**src/rtl/rr_arb_pkg.sv**
```systemverilog
// Shared constants and state encoding for the round-robin request arbiter.
// Requester count is fixed at 8 for this revision, so the grant index is 3 bits wide.
package rr_arb_pkg;

   localparam int N   = 8;
   localparam int IDW = 3;

   typedef enum logic {
      IDLE  = 1'b0,
      GRANT = 1'b1
   } state_t;

endpackage

```
**src/rtl/rr_pick.sv**
```systemverilog
// Rotated lowest-set-bit priority search; req bit ptr has top priority.
// Purely combinational, zero latency; no flow control, winner is meaningless when any_req=0.
module rr_pick
   import rr_arb_pkg::*;
(
   input  logic [N-1:0]   req,
   input  logic [IDW-1:0] ptr,
   output logic [IDW-1:0] winner,
   output logic           any_req
);

   logic [N-1:0]   rot;
   logic [IDW-1:0] k;

   // Rotate right by ptr; the IDW-bit index sum wraps mod N on its own.
   always_comb begin
      rot = '0;
      for (int i = 0; i < N; i++) begin
         rot[i] = req[IDW'(i) + ptr];
      end
   end

   // Scan downwards so the lowest set bit is the last one written.
   always_comb begin
      k = '0;
      for (int i = N - 1; i >= 0; i--) begin
         if (rot[i]) begin
            k = IDW'(i);
         end
      end
   end

   assign winner  = ptr + k;
   assign any_req = |req;

endmodule

```
**src/rtl/rr_req_arbiter.sv**
```systemverilog
// Round-robin arbiter: 8 requesters share one resource, registered one-hot grant.
// Latency: req in IDLE -> grant next cycle; release/limit -> grant drops next cycle.
// Backpressure: owner holds until done, req drop, or MAX_HOLD cycles; no preemption.
module rr_req_arbiter
   import rr_arb_pkg::*;
#(
   parameter int MAX_HOLD = 16
)
(
   input  logic           clk,
   input  logic           areset,
   input  logic [N-1:0]   req,
   input  logic           done,
   output logic [N-1:0]   gnt,
   output logic [IDW-1:0] gnt_id,
   output logic           gnt_valid,
   output logic           timeout
);

   localparam int             HCW       = $clog2(MAX_HOLD);
   localparam logic [HCW-1:0] HOLD_LAST = HCW'(MAX_HOLD - 1);

   state_t         state;
   logic [IDW-1:0] ptr;
   logic [HCW-1:0] hold_cnt;

   logic [IDW-1:0] winner;
   logic           any_req;
   logic [N-1:0]   win_onehot;
   logic           owner_req;
   logic           hold_hit;
   logic           end_grant;

   rr_pick u_pick (
      .req     (req),
      .ptr     (ptr),
      .winner  (winner),
      .any_req (any_req)
   );

   assign win_onehot = N'(1) << winner;
   assign owner_req  = req[gnt_id];
   assign hold_hit   = (hold_cnt == HOLD_LAST);
   assign end_grant  = done | ~owner_req | hold_hit;

   always_ff @(posedge clk or posedge areset) begin
      if (areset) begin
         state     <= IDLE;
         ptr       <= '0;
         hold_cnt  <= '0;
         gnt       <= '0;
         gnt_id    <= '0;
         gnt_valid <= 1'b0;
         timeout   <= 1'b0;
      end else begin
         timeout <= 1'b0;
         case (state)
            IDLE: begin
               if (any_req) begin
                  state     <= GRANT;
                  gnt       <= win_onehot;
                  gnt_id    <= winner;
                  gnt_valid <= 1'b1;
                  hold_cnt  <= '0;
               end
            end
            GRANT: begin
               if (end_grant) begin
                  state     <= IDLE;
                  gnt       <= '0;
                  gnt_id    <= '0;
                  gnt_valid <= 1'b0;
                  ptr       <= gnt_id + IDW'(1);
                  hold_cnt  <= '0;
                  // Only flag a revoke the owner did not ask for.
                  timeout   <= ~done & owner_req;
               end else begin
                  hold_cnt <= hold_cnt + HCW'(1);
               end
            end
            default: begin
               state <= IDLE;
            end
         endcase
      end
   end

endmodule

```
**config.mk**
```make
export PLATFORM = sky130hd
export DESIGN_NAME = rr_req_arbiter
export DESIGN_NICKNAME = d
export VERILOG_FILES = /design/src/rtl/rr_arb_pkg.sv /design/src/rtl/rr_pick.sv /design/src/rtl/rr_req_arbiter.sv
export SDC_FILE = /design/constraint.sdc
export NUM_CORES = 1
export LEC_CHECK = 0
export CORE_MARGIN = 2
export CORE_UTILIZATION = 25
export DETAILED_ROUTE_END_ITERATION = 10
export PLACE_DENSITY = 0.42
export REMOVE_ABC_BUFFERS = 1
export SETUP_SLACK_MARGIN = 0.1
export SLEW_MARGIN = 25
export SYNTH_ARGS = -nofsm -noshare
export SYNTH_HDL_FRONTEND = slang
export SYNTH_SLANG_ARGS = --single-unit
```
**constraint.sdc**
```tcl
create_clock -name clk -period 6.8 [get_ports clk]
set_input_delay 1.36 -clock clk [delete_from_list [all_inputs] [get_ports clk]]
set_output_delay 1.36 -clock clk [all_outputs]
set_load 0.02 [all_outputs]
```
* Word level (Yosys, flattened, before mapping) *
Index checks and enable logic that the tools add are counted.
Widths: inputs -> output; s select.

storage, ports and cells
  bits in registers = 21
  output and inout port bits = 13
  word-level logic and storage cells = 82

cells by class
  $add $sub $neg = 10
  magnitude comparators = 9
  equality and inequality tests = 3
  shift operators = 1
  muxes and demuxes = 43
  bitwise logic cells = 6
  reductions and logical operators = 3

operators by type and width
  kind                 count
  $lt 3x4->1 const B   9
  $mux 3               10
  $bmux 1 s3           9
  $mux 8               2
  $pmux 8 s2           1
  $mux 1               15
  $add 3x3->3 const A  4
  $mux 4               2
  $pmux 4 s2           1
  $reduce_or 8->1      1
  $shl 1x3->8 const A  1
  $add 2x3->3 const A  2
  $pmux 3 s2           1
  $add 4x1->4 const B  1
  $eq 4x4->1 const B   1
  $pmux 1 s2           2
  $reduce_and 2->1     2
  $add 1x3->3 const A  1
  $add 3x1->3 const B  1
  $add 3x3->3          1
  $not 1->1            3
  $ne 2x1->1 const B   1
  $ne 2x2->1 const B   1
  $or 1x1->1           2
  $and 1x1->1          1

* Depth between registers and ports, before layout *
Gate-level depths: netlist (run 1).

  depth after elaboration = 15
  mapped depth = 17
  mapped depth without buffers = 15

* Hierarchy *
Synthesis (run 1) repeated with hierarchy kept, for this count alone.

second synthesis, totals
  cell total of the unflattened synthesis = 160
  area total of the unflattened synthesis = 1709.1 um2

by module, submodules not included
  module          instances  cells an instance  area each (um2)  seq. area each (um2)
  rr_req_arbiter  1          94                 1086.0           525.5
  rr_pick         1          66                 623.1            0.0

* Least setup slack after synthesis (run 1) *
Ideal clock, no wire load.

  kind = input to register
  start = in req[5]
  end = reg gnt_id[2]
  data arrival time = 3723 ps
  slack = 2956 ps
  stages = 12
  path buffers = 0
  path through = mux4_2 nor2_1 o21ai_0 a21oi_1 o21bai_1 a22oi_1 ha_1 inv_1 fa_1 xnor2_1 o21ai_2 a32o_2

on the way
  cells in the longest elaborated chain, start to end = 13
  elaborated cells between the ends (all ways) = 36
  those cells by class = add/sub (1); eq/ne (2); mux (28); bitwise (3); reduce/logical (2)

ends and longest elaborated chain
  element                       line                  source
  start, declared               rr_req_arbiter.sv:12  input logic [N-1:0] req,
  $bmux 1 s3                    rr_pick.sv:19         rot[i] = req[IDW'(i) + ptr];
  $mux 1 (not written as such)  rr_pick.sv:19
  $mux 3 (8 in a row)           rr_pick.sv:27         if (rot[i]) begin
  $add 3x3->3                   rr_pick.sv:33         assign winner = ptr + k;
  $mux 3                        rr_req_arbiter.sv:59  if (any_req) begin
  $pmux 3 s2                    rr_req_arbiter.sv:57  case (state)
  end signal, assigned          rr_req_arbiter.sv:62  gnt_id <= winner;
  end, declared                 rr_req_arbiter.sv:15  output logic [IDW-1:0] gnt_id,

Several ways; a longest one is shown, not always the timed one. The select of a mux whose other input is x is not followed.
A chain may end at the register's enable or synchronous reset.

* Worst setup path in the final report (run 1) *
  start = in req[2]
  end = reg gnt_id[2]

Same word-level chain as after synthesis.

==> impl_results.html, run 1 <==
<table>
<tr><th>Metric</th><th>Value</th></tr>
<tr><th colspan="2">Run status</th></tr>
<tr><td>Outcome</td><td>finished clean</td></tr>
<tr><th colspan="2">Worst setup path</th></tr>
<tr><td>Data required time of the critical path</td><td>6950 ps</td></tr>
<tr><td>Worst Setup End Kind</td><td>register</td></tr>
<tr><td>Reg-to-reg setup timing slack</td><td>2730 ps</td></tr>
<tr><td>Critical-path top delay cell</td><td>sky130_fd_sc_hd__clkdlybuf4s50_1</td></tr>
<tr><td>Data arrival time of the critical path</td><td>approximately 4600 ps</td></tr>
<tr><td>R2R Path End</td><td>gnt_id[2]$_DFFE_PP0P_</td></tr>
<tr><td>Type of origin of the critical path</td><td>input pin</td></tr>
<tr><td>Critical Path, Cell by Cell</td><td>clkdlybuf4s50_1 -&gt; mux2i_1 -&gt; mux4_1 -&gt; a211o_1 -&gt; a22oi_1 -&gt; ha_1 -&gt; inv_1 -&gt; fa_1 -&gt; xor2_1 -&gt; nand3_1 -&gt; a32o_2</td></tr>
<tr><td>Worst Setup Path Type</td><td>in2reg</td></tr>
<tr><td>Top cell family by delay on the critical path</td><td>compound AO/OA/AOI/OAI gates</td></tr>
<tr><td>Worst r2r src</td><td>ptr[0]$_DFFE_PP0P_</td></tr>
<tr><td>Number of cells on the worst reg-to-reg path</td><td>12</td></tr>
<tr><td>Worst Path Max Fanout</td><td>7</td></tr>
<tr><td>Worst path bufs/invs</td><td>2</td></tr>
<tr><td>Delay of the slowest cell on the worst path</td><td>590 ps</td></tr>
<tr><th colspan="2">Drt</th></tr>
<tr><td>Mean number of vias per cell</td><td>5.385</td></tr>
<tr><td>Total wire length after detailed routing</td><td>4.093 mm</td></tr>
<tr><td>Drt initial violations</td><td>108</td></tr>
<tr><td>Total number of vias</td><td>1411</td></tr>
<tr><td>WL per Instance</td><td>15.62 um</td></tr>
<tr><td>TritonRoute pass-1 iters</td><td>4</td></tr>
<tr><td>Number of nets with antenna violations after detailed routing</td><td>0</td></tr>
<tr><td>Residual DRC count</td><td>0</td></tr>
<tr><th colspan="2">Logic synthesis</th></tr>
<tr><td>Area share of the leading cell type in the synthesized netlist</td><td>0.3041</td></tr>
<tr><td>Synth cell types</td><td>43</td></tr>
<tr><td>Top flip-flop cell by instance count after synthesis</td><td>sky130_fd_sc_hd__dfrtp_1</td></tr>
<tr><td>Post-synthesis share of cell area spent on and, or, nand and nor gates</td><td>0.1608</td></tr>
<tr><td>Number of synthesized flops with an enable pin</td><td>0</td></tr>
<tr><td>Post-synthesis cell type with the largest combined area</td><td>sky130_fd_sc_hd__dfrtp_1</td></tr>
<tr><td>Post-synthesis instance total</td><td>160</td></tr>
<tr><td>Top cells by area, synth</td><td>sky130_fd_sc_hd__dfrtp_1 (30%), sky130_fd_sc_hd__mux4_1 (11%), sky130_fd_sc_hd__mux4_2 (7.8%), sky130_fd_sc_hd__nand3_1 (4.9%), sky130_fd_sc_hd__mux2i_1 (4.6%)</td></tr>
<tr><td>Share of synthesized area spent on multiplexers</td><td>0.2592</td></tr>
<tr><td>Seq/Total Area, Yosys</td><td>0.3041</td></tr>
<tr><td>Warnings from Yosys</td><td>0</td></tr>
<tr><td>Area of the mapped netlist</td><td>around 1700 um^2</td></tr>
<tr><td>Synth Area in XOR/XNOR</td><td>0.03548</td></tr>
<tr><td>Synth Area in Adders</td><td>0.04779</td></tr>
<tr><td>Largest family of logic cells by synthesized area</td><td>multiplexers</td></tr>
<tr><td>Total of flip-flops plus latches after synthesis</td><td>21</td></tr>
<tr><td>Mean post-synth cell area</td><td>10.80 um^2</td></tr>
<tr><td>Fraction of the mapped netlist area in compound gates</td><td>0.1651</td></tr>
<tr><td>Async set or reset register ratio after synthesis</td><td>1.000</td></tr>
<tr><th colspan="2">Floorplan</th></tr>
<tr><td>Placeable core region</td><td>6756 um^2</td></tr>
<tr><td>Chip height</td><td>between 80 and 90 um</td></tr>
<tr><td>Die Outline Area</td><td>7593 um^2</td></tr>
<tr><td>Initial Util</td><td>0.2557</td></tr>
<tr><td>Top-level I/O count</td><td>24</td></tr>
<tr><td>Width of the die</td><td>slightly below 90 um</td></tr>
<tr><td>Site Rows</td><td>30</td></tr>
<tr><th colspan="2">Place</th></tr>
<tr><td>Placer congestion estimate</td><td>0.7558</td></tr>
<tr><td>Number of port buffers</td><td>23</td></tr>
<tr><td>DP HPWL</td><td>3.181 mm</td></tr>
<tr><th colspan="2">STA</th></tr>
<tr><td>Clock Skew</td><td>6.436 ps</td></tr>
<tr><td>Number of max-slew violations in the final report</td><td>0</td></tr>
<tr><td>Setup repair after global routing missed its margin</td><td>no</td></tr>
<tr><td>Minimum clock period after layout</td><td>4427 ps</td></tr>
<tr><td>Achievable clock frequency</td><td>0.2259 GHz</td></tr>
<tr><td>Crit share post-route</td><td>0.6511</td></tr>
<tr><td>Slew at the pin with the worst max-slew slack</td><td>833.2 ps</td></tr>
<tr><td>Relative slew slack</td><td>0.4439</td></tr>
<tr><td>Accumulated negative setup slack</td><td>0 ps</td></tr>
<tr><td>Final count of negative-setup-slack endpoints</td><td>0</td></tr>
<tr><td>Final Hold Fails</td><td>0</td></tr>
<tr><th colspan="2">Clocking</th></tr>
<tr><td>Clock latency on the worst-skew pair</td><td>260 ps</td></tr>
<tr><td>Clock tree from TritonCTS</td><td>built</td></tr>
<tr><td>Post-cts hold buffer count</td><td>0</td></tr>
<tr><td>Num Clock Sinks</td><td>21</td></tr>
<tr><td>Setup bufs post-CTS</td><td>0</td></tr>
<tr><td>Number of buffers created by CTS</td><td>3</td></tr>
<tr><td>Clock tree buffer depth</td><td>2</td></tr>
<tr><td>Clock slew seen by the registers of the worst setup and hold paths</td><td>80 ps</td></tr>
<tr><td>CTS H-tree depth</td><td>1</td></tr>
<tr><td>Post-CTS sizing</td><td>0</td></tr>
<tr><td>Library cell used as clock root buffer</td><td>sky130_fd_sc_hd__clkbuf_8</td></tr>
<tr><th colspan="2">Global route</th></tr>
<tr><td>Wire length of the first global-routing pass</td><td>7.003 mm</td></tr>
<tr><td>Total congestion overflow after global routing</td><td>0</td></tr>
<tr><td>Initial antenna violation count</td><td>0</td></tr>
<tr><td>Maximum number of pins on one net before global-route repair</td><td>22</td></tr>
<tr><td>Via count of the first global-routing pass</td><td>1459</td></tr>
<tr><td>GRT Total Usage</td><td>0.1140</td></tr>
<tr><th colspan="2">Min path</th></tr>
<tr><td>Hold depth</td><td>2</td></tr>
<tr><td>Hold worst-path end</td><td>gnt[1]$_DFFE_PP0P_</td></tr>
<tr><td>Min-Delay Startpoint</td><td>gnt[1]$_DFFE_PP0P_</td></tr>
<tr><td>Type of the most critical hold path</td><td>reg2reg</td></tr>
<tr><th colspan="2">Finish</th></tr>
<tr><td>FF/Latch Area</td><td>525.5 um^2</td></tr>
<tr><td>Layout cells sized above 1</td><td>0.1209</td></tr>
<tr><td>Final antenna diode count</td><td>0</td></tr>
<tr><td>Filler cell count</td><td>about 700</td></tr>
<tr><td>Final core utilization</td><td>0.3070</td></tr>
<tr><td>Most common cell after layout, fill and taps aside</td><td>sky130_fd_sc_hd__clkdlybuf4s50_1</td></tr>
<tr><td>Number of nets at the end of the flow</td><td>200</td></tr>
<tr><td>Area growth from synthesis to layout</td><td>20.06%</td></tr>
<tr><td>Most frequent cells in the layout</td><td>sky130_fd_sc_hd__clkdlybuf4s50_1 (23), sky130_fd_sc_hd__dfrtp_1 (21), sky130_fd_sc_hd__nand3_1 (17), sky130_fd_sc_hd__nor2_1 (13), sky130_fd_sc_hd__nand2_1 (11)</td></tr>
<tr><td>Multi-input gate area</td><td>1155 um^2</td></tr>
<tr><th colspan="2">Pwr</th></tr>
<tr><td>Overall power of the completed layout</td><td>1.021 mW</td></tr>
<tr><td>Highest ir drop seen on vdd</td><td>119.3 uV</td></tr>
<tr><td>P per Cell Area</td><td>492.2 nW/um^2</td></tr>
<tr><td>Cell leakage power</td><td>roughly 0.86 nW</td></tr>
<tr><th colspan="2">Job</th></tr>
<tr><td>MaxCap Viol Count</td><td>0</td></tr>
</table>
worst reg2reg max path: stages (launching register included):
cell	delay [ps]
sky130_fd_sc_hd__dfrtp_1	670
sky130_fd_sc_hd__inv_1	180
sky130_fd_sc_hd__ha_1	490
sky130_fd_sc_hd__mux2i_1	180
sky130_fd_sc_hd__mux4_1	570
sky130_fd_sc_hd__a211o_1	310
sky130_fd_sc_hd__a22oi_1	180
sky130_fd_sc_hd__ha_1	170
sky130_fd_sc_hd__inv_1	50
sky130_fd_sc_hd__fa_1	400
sky130_fd_sc_hd__xor2_1	330
sky130_fd_sc_hd__nand3_1	160
sky130_fd_sc_hd__a32o_2	300
stage by stage:
step,setup slack [ps],instance area (um^2),std cells,hold WS [ps]
2_1_floorplan,2954,1699,155,492.3
3_3_place_gp,2163,2029,258,483.1
3_5_place_dp,2069,2029,258,478.7
4_1_cts,2355,2074,262,503.5
5_1_grt,2162,2074,262,517.7
6_report,2373,2074,262,499.4
sequential cells by signal (all words and copies together), names as in the netlist:
| register | cells |
|---|---|
| gnt | 8 |
| hold_cnt | 4 |
| state | 1 |
| gnt_id | 3 |
| ptr | 3 |
| gnt_valid | 1 |
| timeout | 1 |
cell usage after synthesis, types with 2 or more instances:
| cell | number |
|---|---|
| sky130_fd_sc_hd__mux4_2 | 6 |
| sky130_fd_sc_hd__o21ai_0 | 8 |
| sky130_fd_sc_hd__xor2_1 | 4 |
| sky130_fd_sc_hd__a22o_1 | 3 |
| sky130_fd_sc_hd__nand3b_1 | 2 |
| sky130_fd_sc_hd__o2111a_2 | 2 |
| sky130_fd_sc_hd__mux2i_1 | 8 |
| sky130_fd_sc_hd__nor2_1 | 13 |
| sky130_fd_sc_hd__nand2_1 | 11 |
| sky130_fd_sc_hd__nor4_1 | 2 |
| sky130_fd_sc_hd__xnor2_1 | 3 |
| sky130_fd_sc_hd__mux2_2 | 3 |
| sky130_fd_sc_hd__a32o_1 | 2 |
| sky130_fd_sc_hd__nand3_1 | 17 |
| sky130_fd_sc_hd__o2111ai_2 | 2 |
| sky130_fd_sc_hd__buf_2 | 2 |
| sky130_fd_sc_hd__mux4_1 | 7 |
| sky130_fd_sc_hd__nor2b_1 | 6 |
| sky130_fd_sc_hd__ha_1 | 5 |
| sky130_fd_sc_hd__a21oi_1 | 4 |
| sky130_fd_sc_hd__inv_1 | 5 |
| sky130_fd_sc_hd__nand2b_1 | 3 |
| sky130_fd_sc_hd__clkbuf_1 | 2 |
| sky130_fd_sc_hd__dfrtp_1 | 21 |
how the worst max path moves through the flow:
stage | startpoint | end | slack, ps | depth (start not counted)
floorplan | req[5] | gnt_id[2]$_DFFE_PP0P_ | 2950 | 12
global placement | req[0] | gnt_id[2]$_DFFE_PP0P_ | 2160 | 11
global route | req[2] | gnt[2]$_DFFE_PP0P_ | 2160 | 11
CTS | req[3] | gnt_id[2]$_DFFE_PP0P_ | 2350 | 11
finish | req[2] | gnt_id[2]$_DFFE_PP0P_ | 2370 | 11
detailed placement | req[3] | gnt_id[2]$_DFFE_PP0P_ | 2070 | 11
final cells by class:
cell class                      count  area share
Multi-Input combinational cell    129      0.5567
Sequential cell                    21      0.2533
Timing Repair Buffer               23      0.1110
Tap cell                           80     0.04825
Clock buffer                        4     0.02171
Inverter                            5    0.009047
cell families (layout without fill, tap and decap cells):
group | after synthesis | count (layout)
AO/OA/AOI/OAI | 34 | 34
XOR/XNOR | 7 | 7
adder cells (fa/ha/maj) | 6 | 6
buffers and inverters | 10 | 32
flip-flops | 21 | 21
multiplexers | 25 | 25
AND/OR/NAND/NOR | 57 | 57
per-layer routing:
| metal | routed length [um] | vias to the layer above | track usage | share of wire |
|---|---|---|---|---|
| met5 | 0 | - | 0 | 0 |
| met4 | 45 | 0 | 0.03217 | 0.011 |
| met3 | 84 | 4 | 0.01611 | 0.021 |
| met2 | 2196 | 18 | 0.2124 | 0.54 |
| met1 | 1766 | 728 | 0.1355 | 0.43 |
| li1 | - | 661 | - | - |
report_power, final:
part | internal [mW] | switching (mW) | total, mW | leakage, nW
sequential | 0.160 | 0.0583 | 0.219 | 0.277
clock | 0.0417 | 0.0415 | 0.0832 | 0.0228
combinational | 0.344 | 0.375 | 0.719 | 0.556
Note: power is estimated with default switching activity, not from simulation.
==> run 2, diff against run 1 <==
==> constraint.sdc (replaced) <==
create_clock -name clk -period 4.52 [get_ports clk]
set_input_delay 0.904 -clock clk [delete_from_list [all_inputs] [get_ports clk]]
set_output_delay 0.904 -clock clk [all_outputs]
set_load 0.02 [all_outputs]
==> run 2 against run 1 <==
Routed wire length rose by 0.32%; combinational power rose by 56%; setup slack got worse by 1800 ps; sequential power rose by 38%; critical path depth did not move; clock skew fell by 4.4 ps; first-iteration DRC count fell by 15%; critical path type unchanged; cell area rose by 0.72%.
==> impl_results.html, run 2 (synthesized netlist as in run 1, its figures left out) <==
<table>
<tr><th>Metric</th><th>Value</th></tr>
<tr><th colspan="2">STA</th></tr>
<tr><td>Accumulated negative setup slack</td><td>0 ps (unchanged)</td></tr>
<tr><td>Slew at the pin with the worst max-slew slack</td><td>832.7 ps (was 833.2 ps)</td></tr>
<tr><td>Minimum clock period after layout</td><td>3928 ps</td></tr>
<tr><td>Final count of negative-setup-slack endpoints</td><td>0 (unchanged)</td></tr>
<tr><td>Final Hold Fails</td><td>0 (unchanged)</td></tr>
<tr><td>Crit share post-route</td><td>0.8691</td></tr>
<tr><td>Clock Skew</td><td>2.013 ps (was 6.436 ps)</td></tr>
<tr><td>Relative slew slack</td><td>0.4443 (was 0.4439)</td></tr>
<tr><td>Achievable clock frequency</td><td>about 0.25 GHz</td></tr>
<tr><td>Setup repair after global routing missed its margin</td><td>no (unchanged)</td></tr>
<tr><td>Number of max-slew violations in the final report</td><td>0 (unchanged)</td></tr>
<tr><th colspan="2">Clocking</th></tr>
<tr><td>Library cell used as clock root buffer</td><td>sky130_fd_sc_hd__clkbuf_8 (unchanged)</td></tr>
<tr><td>Clock tree from TritonCTS</td><td>built (unchanged)</td></tr>
<tr><td>Num Clock Sinks</td><td>21 (unchanged)</td></tr>
<tr><td>Clock slew seen by the registers of the worst setup and hold paths</td><td>80 ps (about the same)</td></tr>
<tr><td>Number of buffers created by CTS</td><td>3 (unchanged)</td></tr>
<tr><td>Post-CTS sizing</td><td>0 (unchanged)</td></tr>
<tr><td>Setup bufs post-CTS</td><td>0 (unchanged)</td></tr>
<tr><td>Post-cts hold buffer count</td><td>0 (unchanged)</td></tr>
<tr><td>Clock latency on the worst-skew pair</td><td>260 ps (about the same)</td></tr>
<tr><td>CTS H-tree depth</td><td>1 (unchanged)</td></tr>
<tr><td>Clock tree buffer depth</td><td>2 (unchanged)</td></tr>
<tr><th colspan="2">Drt</th></tr>
<tr><td>Mean number of vias per cell</td><td>5.284 (was 5.385)</td></tr>
<tr><td>WL per Instance</td><td>15.55 um (was 15.62 um)</td></tr>
<tr><td>Number of nets with antenna violations after detailed routing</td><td>0 (unchanged)</td></tr>
<tr><td>Total wire length after detailed routing</td><td>4.106 mm (was 4.093 mm)</td></tr>
<tr><td>Drt initial violations</td><td>92 (was 108)</td></tr>
<tr><td>Total number of vias</td><td>1395 (was 1411)</td></tr>
<tr><td>Residual DRC count</td><td>0 (unchanged)</td></tr>
<tr><td>TritonRoute pass-1 iters</td><td>4 (unchanged)</td></tr>
<tr><th colspan="2">Pwr</th></tr>
<tr><td>P per Cell Area</td><td>740.8 nW/um^2 (was 492.2 nW/um^2)</td></tr>
<tr><td>Cell leakage power</td><td>0.8656 nW (was 0.8562 nW)</td></tr>
<tr><td>Highest ir drop seen on vdd</td><td>188.5 uV (was 119.3 uV)</td></tr>
<tr><td>Overall power of the completed layout</td><td>1.548 mW (was 1.021 mW)</td></tr>
<tr><th colspan="2">Finish</th></tr>
<tr><td>Layout cells sized above 1</td><td>0.1304 (was 0.1209)</td></tr>
<tr><td>Most common cell after layout, fill and taps aside</td><td>sky130_fd_sc_hd__clkdlybuf4s50_1 (unchanged)</td></tr>
<tr><td>Final antenna diode count</td><td>0 (unchanged)</td></tr>
<tr><td>Registers with the highest flip-flop counts</td><td>gnt (8), hold_cnt (4) (unchanged)</td></tr>
<tr><td>Most frequent cells in the layout</td><td>sky130_fd_sc_hd__clkdlybuf4s50_1 (23), sky130_fd_sc_hd__dfrtp_1 (21), sky130_fd_sc_hd__nand3_1 (17), sky130_fd_sc_hd__nor2_1 (13), sky130_fd_sc_hd__nand2_1 (11) (unchanged)</td></tr>
<tr><td>Number of nets at the end of the flow</td><td>202 (was 200)</td></tr>
<tr><td>Max reg flops</td><td>8 (unchanged)</td></tr>
<tr><td>Largest register by flop count</td><td>gnt (unchanged)</td></tr>
<tr><td>Area growth from synthesis to layout</td><td>20.93% (was 20.06%)</td></tr>
<tr><th colspan="2">Global route</th></tr>
<tr><td>Met2 usage</td><td>0.2019 (was 0.2124)</td></tr>
<tr><td>Via count of the first global-routing pass</td><td>1403 (was 1459)</td></tr>
<tr><td>Met1 usage</td><td>0.1473 (was 0.1355)</td></tr>
<tr><td>GR peak layer</td><td>met2 (unchanged)</td></tr>
<tr><td>GRT Total Usage</td><td>0.1155 (was 0.1140)</td></tr>
<tr><td>Global-route track usage on met3</td><td>0.01517 (was 0.01611)</td></tr>
<tr><td>Initial antenna violation count</td><td>0 (unchanged)</td></tr>
<tr><td>Maximum number of pins on one net before global-route repair</td><td>22 (unchanged)</td></tr>
<tr><td>Total congestion overflow after global routing</td><td>0 (unchanged)</td></tr>
<tr><td>Wire length of the first global-routing pass</td><td>6.982 mm (was 7.003 mm)</td></tr>
<tr><th colspan="2">Floorplan</th></tr>
<tr><td>Placeable core region</td><td>6756 um^2 (unchanged)</td></tr>
<tr><td>Width of the die</td><td>87.14 um (unchanged)</td></tr>
<tr><td>Site Rows</td><td>30 (unchanged)</td></tr>
<tr><td>Initial Util</td><td>0.2557 (unchanged)</td></tr>
<tr><td>Die Outline Area</td><td>7593 um^2 (unchanged)</td></tr>
<tr><td>Top-level I/O count</td><td>24 (unchanged)</td></tr>
<tr><td>Chip height</td><td>87.14 um (unchanged)</td></tr>
<tr><th colspan="2">Worst setup path</th></tr>
<tr><td>Worst Path Max Fanout</td><td>6 (was 7)</td></tr>
<tr><td>Data required time of the critical path</td><td>4670 ps (was 6950 ps)</td></tr>
<tr><td>Worst Setup End Kind</td><td>register (unchanged)</td></tr>
<tr><td>Data arrival time of the critical path</td><td>4080 ps (was 4580 ps)</td></tr>
<tr><td>Type of origin of the critical path</td><td>input pin (unchanged)</td></tr>
<tr><td>Worst Setup Path Type</td><td>in2reg (unchanged)</td></tr>
<tr><td>Reg-to-reg setup timing slack</td><td>890 ps (was 2730 ps)</td></tr>
<tr><th colspan="2">Place</th></tr>
<tr><td>Number of port buffers</td><td>23 (unchanged)</td></tr>
<tr><td>DP HPWL</td><td>3.206 mm (was 3.181 mm)</td></tr>
<tr><td>Placer congestion estimate</td><td>0.7454 (was 0.7558)</td></tr>
<tr><th colspan="2">Job</th></tr>
<tr><td>MaxCap Viol Count</td><td>0 (unchanged)</td></tr>
<tr><th colspan="2">Min path</th></tr>
<tr><td>Type of the most critical hold path</td><td>reg2reg (unchanged)</td></tr>
<tr><th colspan="2">Run status</th></tr>
<tr><td>Outcome</td><td>finished clean (unchanged)</td></tr>
</table>
[run 2: cell types whose count changed in the layout (fill, tap and decap cells not counted)]
| cell | change |
|---|---|
| sky130_fd_sc_hd__buf_4 | +2 |
[run 2: final cells by class]
class                           instances  area, um^2
Inverter                                5       18.77
Multi-Input combinational cell        129        1155
Clock buffer                            4       45.04
Fill cell                             681        4667
Sequential cell                        21       525.5
Timing Repair Buffer                   25       245.2
Tap cell                               80       100.1
[run 2: worst paths after layout]
| check | end | start | cells past startpoint |
|---|---|---|---|
| max reg2reg | gnt_id[2]$_DFFE_PP0P_ | ptr[1]$_DFFE_PP0P_ | 12 |
| max in group asynchronous | gnt_id[0]$_DFFE_PP0P_ | areset | 2 |
| min in group asynchronous | gnt[1]$_DFFE_PP0P_ | areset | 2 |
| min | gnt[1]$_DFFE_PP0P_ | gnt[1]$_DFFE_PP0P_ | 2 |
| min reg2reg | gnt[1]$_DFFE_PP0P_ | gnt[1]$_DFFE_PP0P_ | 2 |
| max | gnt_id[2]$_DFFE_PP0P_ | req[7] | 11 |
[run 2: report_power, final]
group	total, mW	switching, mW	internal (mW)
clock	0.126	0.0631	0.0629
sequential	0.303	0.0608	0.242
combinational	1.12	0.590	0.529
[run 2: worst max-delay path, stage by stage]
cell,delay (ps)
sky130_fd_sc_hd__clkdlybuf4s50_1,570
sky130_fd_sc_hd__mux2i_1,170
sky130_fd_sc_hd__mux4_1,570
sky130_fd_sc_hd__a211o_1,310
sky130_fd_sc_hd__a22oi_1,170
sky130_fd_sc_hd__ha_1,170
sky130_fd_sc_hd__inv_1,50
sky130_fd_sc_hd__fa_1,410
sky130_fd_sc_hd__xnor2_1,380
sky130_fd_sc_hd__o21ai_2,110
sky130_fd_sc_hd__a32o_2,270
[run 2: through the flow]
step	hold WS (ps)	std cells	util	area, um^2	worst slack (ps)
after floorplan	492.3	155	-	1699	817.8
after global placement	482.7	260	0.3026	2044	342.8
after detailed placement	487.1	260	0.3026	2044	291.4
after CTS	505.9	264	0.3093	2090	578.3
after global routing	529.0	264	0.3093	2090	279.6
final	497.7	264	0.3093	2090	591.7
[run 2: routing by layer]
metal / up-vias / part of all wire
li1: 670 / -
met5: - / 0
met3: 6 / 0.014
met2: 16 / 0.51
met4: 0 / 0.011
met1: 703 / 0.46
==> run 3, diff against run 2 <==
--- a/config.mk
+++ b/config.mk
@@ -5,7 +5,6 @@
 export SDC_FILE = /design/constraint.sdc
 export NUM_CORES = 1
 export LEC_CHECK = 0
-export CORE_MARGIN = 2
 export CORE_UTILIZATION = 25
 export DETAILED_ROUTE_END_ITERATION = 10
 export PLACE_DENSITY = 0.42
==> run 3 against run 2 <==
Hold slack worse by 1.3 ps; critical path type unchanged; via count fell by 1.8%; critical path depth unchanged; largest power group unchanged; global-route usage increased by 0.51 points; routed wire length shrank 0.97%; first-iteration DRC count is 42% lower.
==> impl_results.html, run 3 (synthesized netlist as in run 1, its figures left out) <==
<table>
<tr><th>Metric</th><th>Value</th></tr>
<tr><th colspan="2">Finish</th></tr>
<tr><td>Registers with the highest flip-flop counts</td><td>gnt (8), hold_cnt (4) (unchanged)</td></tr>
<tr><td>Fin cells</td><td>261 (was 264)</td></tr>
<tr><td>Filler cell count</td><td>655 (was 681)</td></tr>
<tr><td>Final antenna diode count</td><td>0 (unchanged)</td></tr>
<tr><td>Layout cells sized above 1</td><td>0.1304 (unchanged)</td></tr>
<tr><td>Most frequent cells in the layout</td><td>sky130_fd_sc_hd__clkdlybuf4s50_1 (23), sky130_fd_sc_hd__dfrtp_1 (21), sky130_fd_sc_hd__nand3_1 (17), sky130_fd_sc_hd__nor2_1 (13), sky130_fd_sc_hd__nand2_1 (11) (unchanged)</td></tr>
<tr><td>Final core utilization</td><td>0.3211 (was 0.3093)</td></tr>
<tr><td>Largest register by flop count</td><td>gnt (unchanged)</td></tr>
<tr><td>Max reg flops</td><td>8 (unchanged)</td></tr>
<tr><td>Most common cell after layout, fill and taps aside</td><td>sky130_fd_sc_hd__clkdlybuf4s50_1 (unchanged)</td></tr>
<tr><td>Number of nets at the end of the flow</td><td>202 (unchanged)</td></tr>
<tr><td>Area growth from synthesis to layout</td><td>20.71% (was 20.93%)</td></tr>
<tr><td>Cell area after layout</td><td>2086 um^2 (was 2090 um^2)</td></tr>
<tr><th colspan="2">Worst setup path</th></tr>
<tr><td>Data required time of the critical path</td><td>4670 ps (about the same)</td></tr>
<tr><td>Delay of the slowest cell on the worst path</td><td>590 ps (was 570 ps)</td></tr>
<tr><td>R2R Path End</td><td>gnt_id[2]$_DFFE_PP0P_ (unchanged)</td></tr>
<tr><td>Launching instance or port of the critical path</td><td>req[2] (was req[7])</td></tr>
<tr><td>End point of the critical path</td><td>gnt_id[2]$_DFFE_PP0P_ (unchanged)</td></tr>
<tr><td>Number of cells on the worst reg-to-reg path</td><td>12 (unchanged)</td></tr>
<tr><td>Crit path depth</td><td>11 (unchanged)</td></tr>
<tr><td>Critical Path, Cell by Cell</td><td>clkdlybuf4s50_1 -&gt; mux2i_1 -&gt; mux4_1 -&gt; a211o_1 -&gt; a22oi_1 -&gt; ha_1 -&gt; inv_1 -&gt; fa_1 -&gt; xor2_1 -&gt; nand3_1 -&gt; a32o_2 (was clkdlybuf4s50_1 -&gt; mux2i_1 -&gt; mux4_1 -&gt; a211o_1 -&gt; a22oi_1 -&gt; ha_1 -&gt; inv_1 -&gt; fa_1 -&gt; xnor2_1 -&gt; o21ai_2 -&gt; a32o_2)</td></tr>
<tr><td>Reg-to-reg setup timing slack</td><td>880 ps (was 890 ps)</td></tr>
<tr><td>Type of origin of the critical path</td><td>input pin (unchanged)</td></tr>
<tr><td>Worst Setup End Kind</td><td>register (unchanged)</td></tr>
<tr><td>Worst r2r src</td><td>ptr[0]$_DFFE_PP0P_ (was ptr[1]$_DFFE_PP0P_)</td></tr>
<tr><td>Critical-path top delay cell</td><td>sky130_fd_sc_hd__clkdlybuf4s50_1 (unchanged)</td></tr>
<tr><td>Worst Path Max Fanout</td><td>7 (was 6)</td></tr>
<tr><td>Worst Setup Path Type</td><td>in2reg (unchanged)</td></tr>
<tr><td>Data arrival time of the critical path</td><td>4120 ps (was 4080 ps)</td></tr>
<tr><td>Top cell family by delay on the critical path</td><td>compound AO/OA/AOI/OAI gates (unchanged)</td></tr>
<tr><td>Worst path bufs/invs</td><td>2 (unchanged)</td></tr>
<tr><th colspan="2">STA</th></tr>
<tr><td>Final Hold Fails</td><td>0 (unchanged)</td></tr>
<tr><td>Relative slew slack</td><td>0.4386 (was 0.4443)</td></tr>
<tr><td>Crit share post-route</td><td>0.8777 (was 0.8691)</td></tr>
<tr><td>Accumulated negative setup slack</td><td>0 ps (unchanged)</td></tr>
<tr><td>Final setup slack of the worst path</td><td>552.7 ps (was 591.7 ps)</td></tr>
<tr><td>Achievable clock frequency</td><td>0.2521 GHz (was 0.2546 GHz)</td></tr>
<tr><td>Worst-case hold slack</td><td>496.4 ps (was 497.7 ps)</td></tr>
<tr><td>Clock Skew</td><td>1.651 ps (was 2.013 ps)</td></tr>
<tr><td>Setup repair after global routing missed its margin</td><td>no (unchanged)</td></tr>
<tr><td>Minimum clock period after layout</td><td>3967 ps (was 3928 ps)</td></tr>
<tr><td>Number of max-slew violations in the final report</td><td>0 (unchanged)</td></tr>
<tr><td>Slew at the pin with the worst max-slew slack</td><td>841.2 ps (was 832.7 ps)</td></tr>
<tr><td>Final count of negative-setup-slack endpoints</td><td>0 (unchanged)</td></tr>
<tr><th colspan="2">Clocking</th></tr>
<tr><td>Number of buffers created by CTS</td><td>3 (unchanged)</td></tr>
<tr><td>Clock tree from TritonCTS</td><td>built (unchanged)</td></tr>
<tr><td>Clock latency on the worst-skew pair</td><td>260 ps (about the same)</td></tr>
<tr><td>Post-cts hold buffer count</td><td>0 (unchanged)</td></tr>
<tr><td>Library cell used as clock root buffer</td><td>sky130_fd_sc_hd__clkbuf_8 (unchanged)</td></tr>
<tr><td>Clock tree buffer depth</td><td>2 (unchanged)</td></tr>
<tr><td>Setup bufs post-CTS</td><td>0 (unchanged)</td></tr>
<tr><td>Num Clock Sinks</td><td>21 (unchanged)</td></tr>
<tr><td>Post-CTS sizing</td><td>0 (unchanged)</td></tr>
<tr><td>Clock slew seen by the registers of the worst setup and hold paths</td><td>80 ps (about the same)</td></tr>
<tr><td>CTS H-tree depth</td><td>1 (unchanged)</td></tr>
<tr><th colspan="2">Place</th></tr>
<tr><td>DP HPWL</td><td>3.242 mm (was 3.206 mm)</td></tr>
<tr><td>Number of port buffers</td><td>23 (unchanged)</td></tr>
<tr><td>Placed instance area</td><td>2041 um^2 (was 2044 um^2)</td></tr>
<tr><td>Placer congestion estimate</td><td>0.7632 (was 0.7454)</td></tr>
<tr><td>Cell count after placement</td><td>257 (was 260)</td></tr>
<tr><td>DP Worst Slack</td><td>251.1 ps (was 291.4 ps)</td></tr>
<tr><th colspan="2">Job</th></tr>
<tr><td>MaxCap Viol Count</td><td>0 (unchanged)</td></tr>
<tr><th colspan="2">Drt</th></tr>
<tr><td>Mean number of vias per cell</td><td>5.249 (was 5.284)</td></tr>
<tr><td>WL per Instance</td><td>15.58 um (was 15.55 um)</td></tr>
<tr><td>Residual DRC count</td><td>0 (unchanged)</td></tr>
<tr><td>Total wire length after detailed routing</td><td>4.066 mm (was 4.106 mm)</td></tr>
<tr><td>Total number of vias</td><td>1370 (was 1395)</td></tr>
<tr><td>Number of nets with antenna violations after detailed routing</td><td>0 (unchanged)</td></tr>
<tr><td>Drt initial violations</td><td>53 (was 92)</td></tr>
<tr><td>TritonRoute pass-1 iters</td><td>4 (unchanged)</td></tr>
<tr><th colspan="2">Floorplan</th></tr>
<tr><td>Site Rows</td><td>29 (was 30)</td></tr>
<tr><td>Placeable core region</td><td>6495 um^2 (was 6756 um^2)</td></tr>
<tr><td>Die Outline Area</td><td>7248 um^2 (was 7593 um^2)</td></tr>
<tr><td>Initial Util</td><td>0.2660 (was 0.2557)</td></tr>
<tr><td>Width of the die</td><td>85.14 um (was 87.14 um)</td></tr>
<tr><td>Top-level I/O count</td><td>24 (unchanged)</td></tr>
<tr><td>Chip height</td><td>85.14 um (was 87.14 um)</td></tr>
<tr><th colspan="2">Pwr</th></tr>
<tr><td>P per Cell Area</td><td>746.6 nW/um^2 (was 740.8 nW/um^2)</td></tr>
<tr><td>Overall power of the completed layout</td><td>1.557 mW (was 1.548 mW)</td></tr>
<tr><td>Cell leakage power</td><td>0.8656 nW (unchanged)</td></tr>
<tr><td>Highest ir drop seen on vdd</td><td>216.6 uV (was 188.5 uV)</td></tr>
<tr><th colspan="2">Global route</th></tr>
<tr><td>GRT Total Usage</td><td>0.1206 (was 0.1155)</td></tr>
<tr><td>Via count of the first global-routing pass</td><td>1439 (was 1403)</td></tr>
<tr><td>Wire length of the first global-routing pass</td><td>6.996 mm (was 6.982 mm)</td></tr>
<tr><td>Initial antenna violation count</td><td>0 (unchanged)</td></tr>
<tr><td>Maximum number of pins on one net before global-route repair</td><td>22 (unchanged)</td></tr>
<tr><td>Total congestion overflow after global routing</td><td>0 (unchanged)</td></tr>
<tr><th colspan="2">Run status</th></tr>
<tr><td>Outcome</td><td>finished clean (unchanged)</td></tr>
<tr><th colspan="2">Min path</th></tr>
<tr><td>Type of the most critical hold path</td><td>reg2reg (unchanged)</td></tr>
</table>
-- run 3: how the worst min path moves through the flow --
stage / startpoint / endpoint / cells past startpoint
floorplan: hold_cnt[1]$_DFFE_PP0P_ / hold_cnt[1]$_DFFE_PP0P_ / 1
global placement: gnt[4]$_DFFE_PP0P_ / gnt[4]$_DFFE_PP0P_ / 2
detailed placement: gnt[4]$_DFFE_PP0P_ / gnt[4]$_DFFE_PP0P_ / 2
CTS: gnt[4]$_DFFE_PP0P_ / gnt[4]$_DFFE_PP0P_ / 2
global route: gnt[2]$_DFFE_PP0P_ / gnt[2]$_DFFE_PP0P_ / 1
finish: gnt[4]$_DFFE_PP0P_ / gnt[4]$_DFFE_PP0P_ / 2
-- run 3: routing by layer --
| metal | global-route usage | vias to the layer above | part of all wire |
|---|---|---|---|
| li1 | - | 672 | - |
| met1 | 0.1499 | 678 | 0.46 |
| met2 | 0.2185 | 18 | 0.51 |
| met3 | 0.02724 | 2 | 0.030 |
| met4 | 0.01541 | 0 | 0.0025 |
| met5 | 0 | - | 0 |
-- run 3: worst reg2reg max path, delay by kind of cell, from the launching register on --
kind	cells	cell delay [ps]
adders and majority gates	3	1030
xor gates and xnor gates	1	310
muxes	2	750
DFF	1	370
and+or+nand+nor	1	160
AOI/OAI and AO/OA	3	790
buffers and inverters	2	120
-- run 3: where the power goes --
group | switching (mW) | internal [mW] | total (mW)
sequential | 0.0573 | 0.242 | 0.299
clock | 0.0630 | 0.0628 | 0.126
combinational | 0.602 | 0.530 | 1.13
-- run 3: area by class of cell --
class,count,area [um^2],area share
Multi-Input combinational cell,129,1155,0.5537
Sequential cell,21,525.5,0.2519
Timing Repair Buffer,25,245.2,0.1176
Tap cell,77,96.34,0.04619
Clock buffer,4,45.04,0.02160
Inverter,5,18.77,0.008998
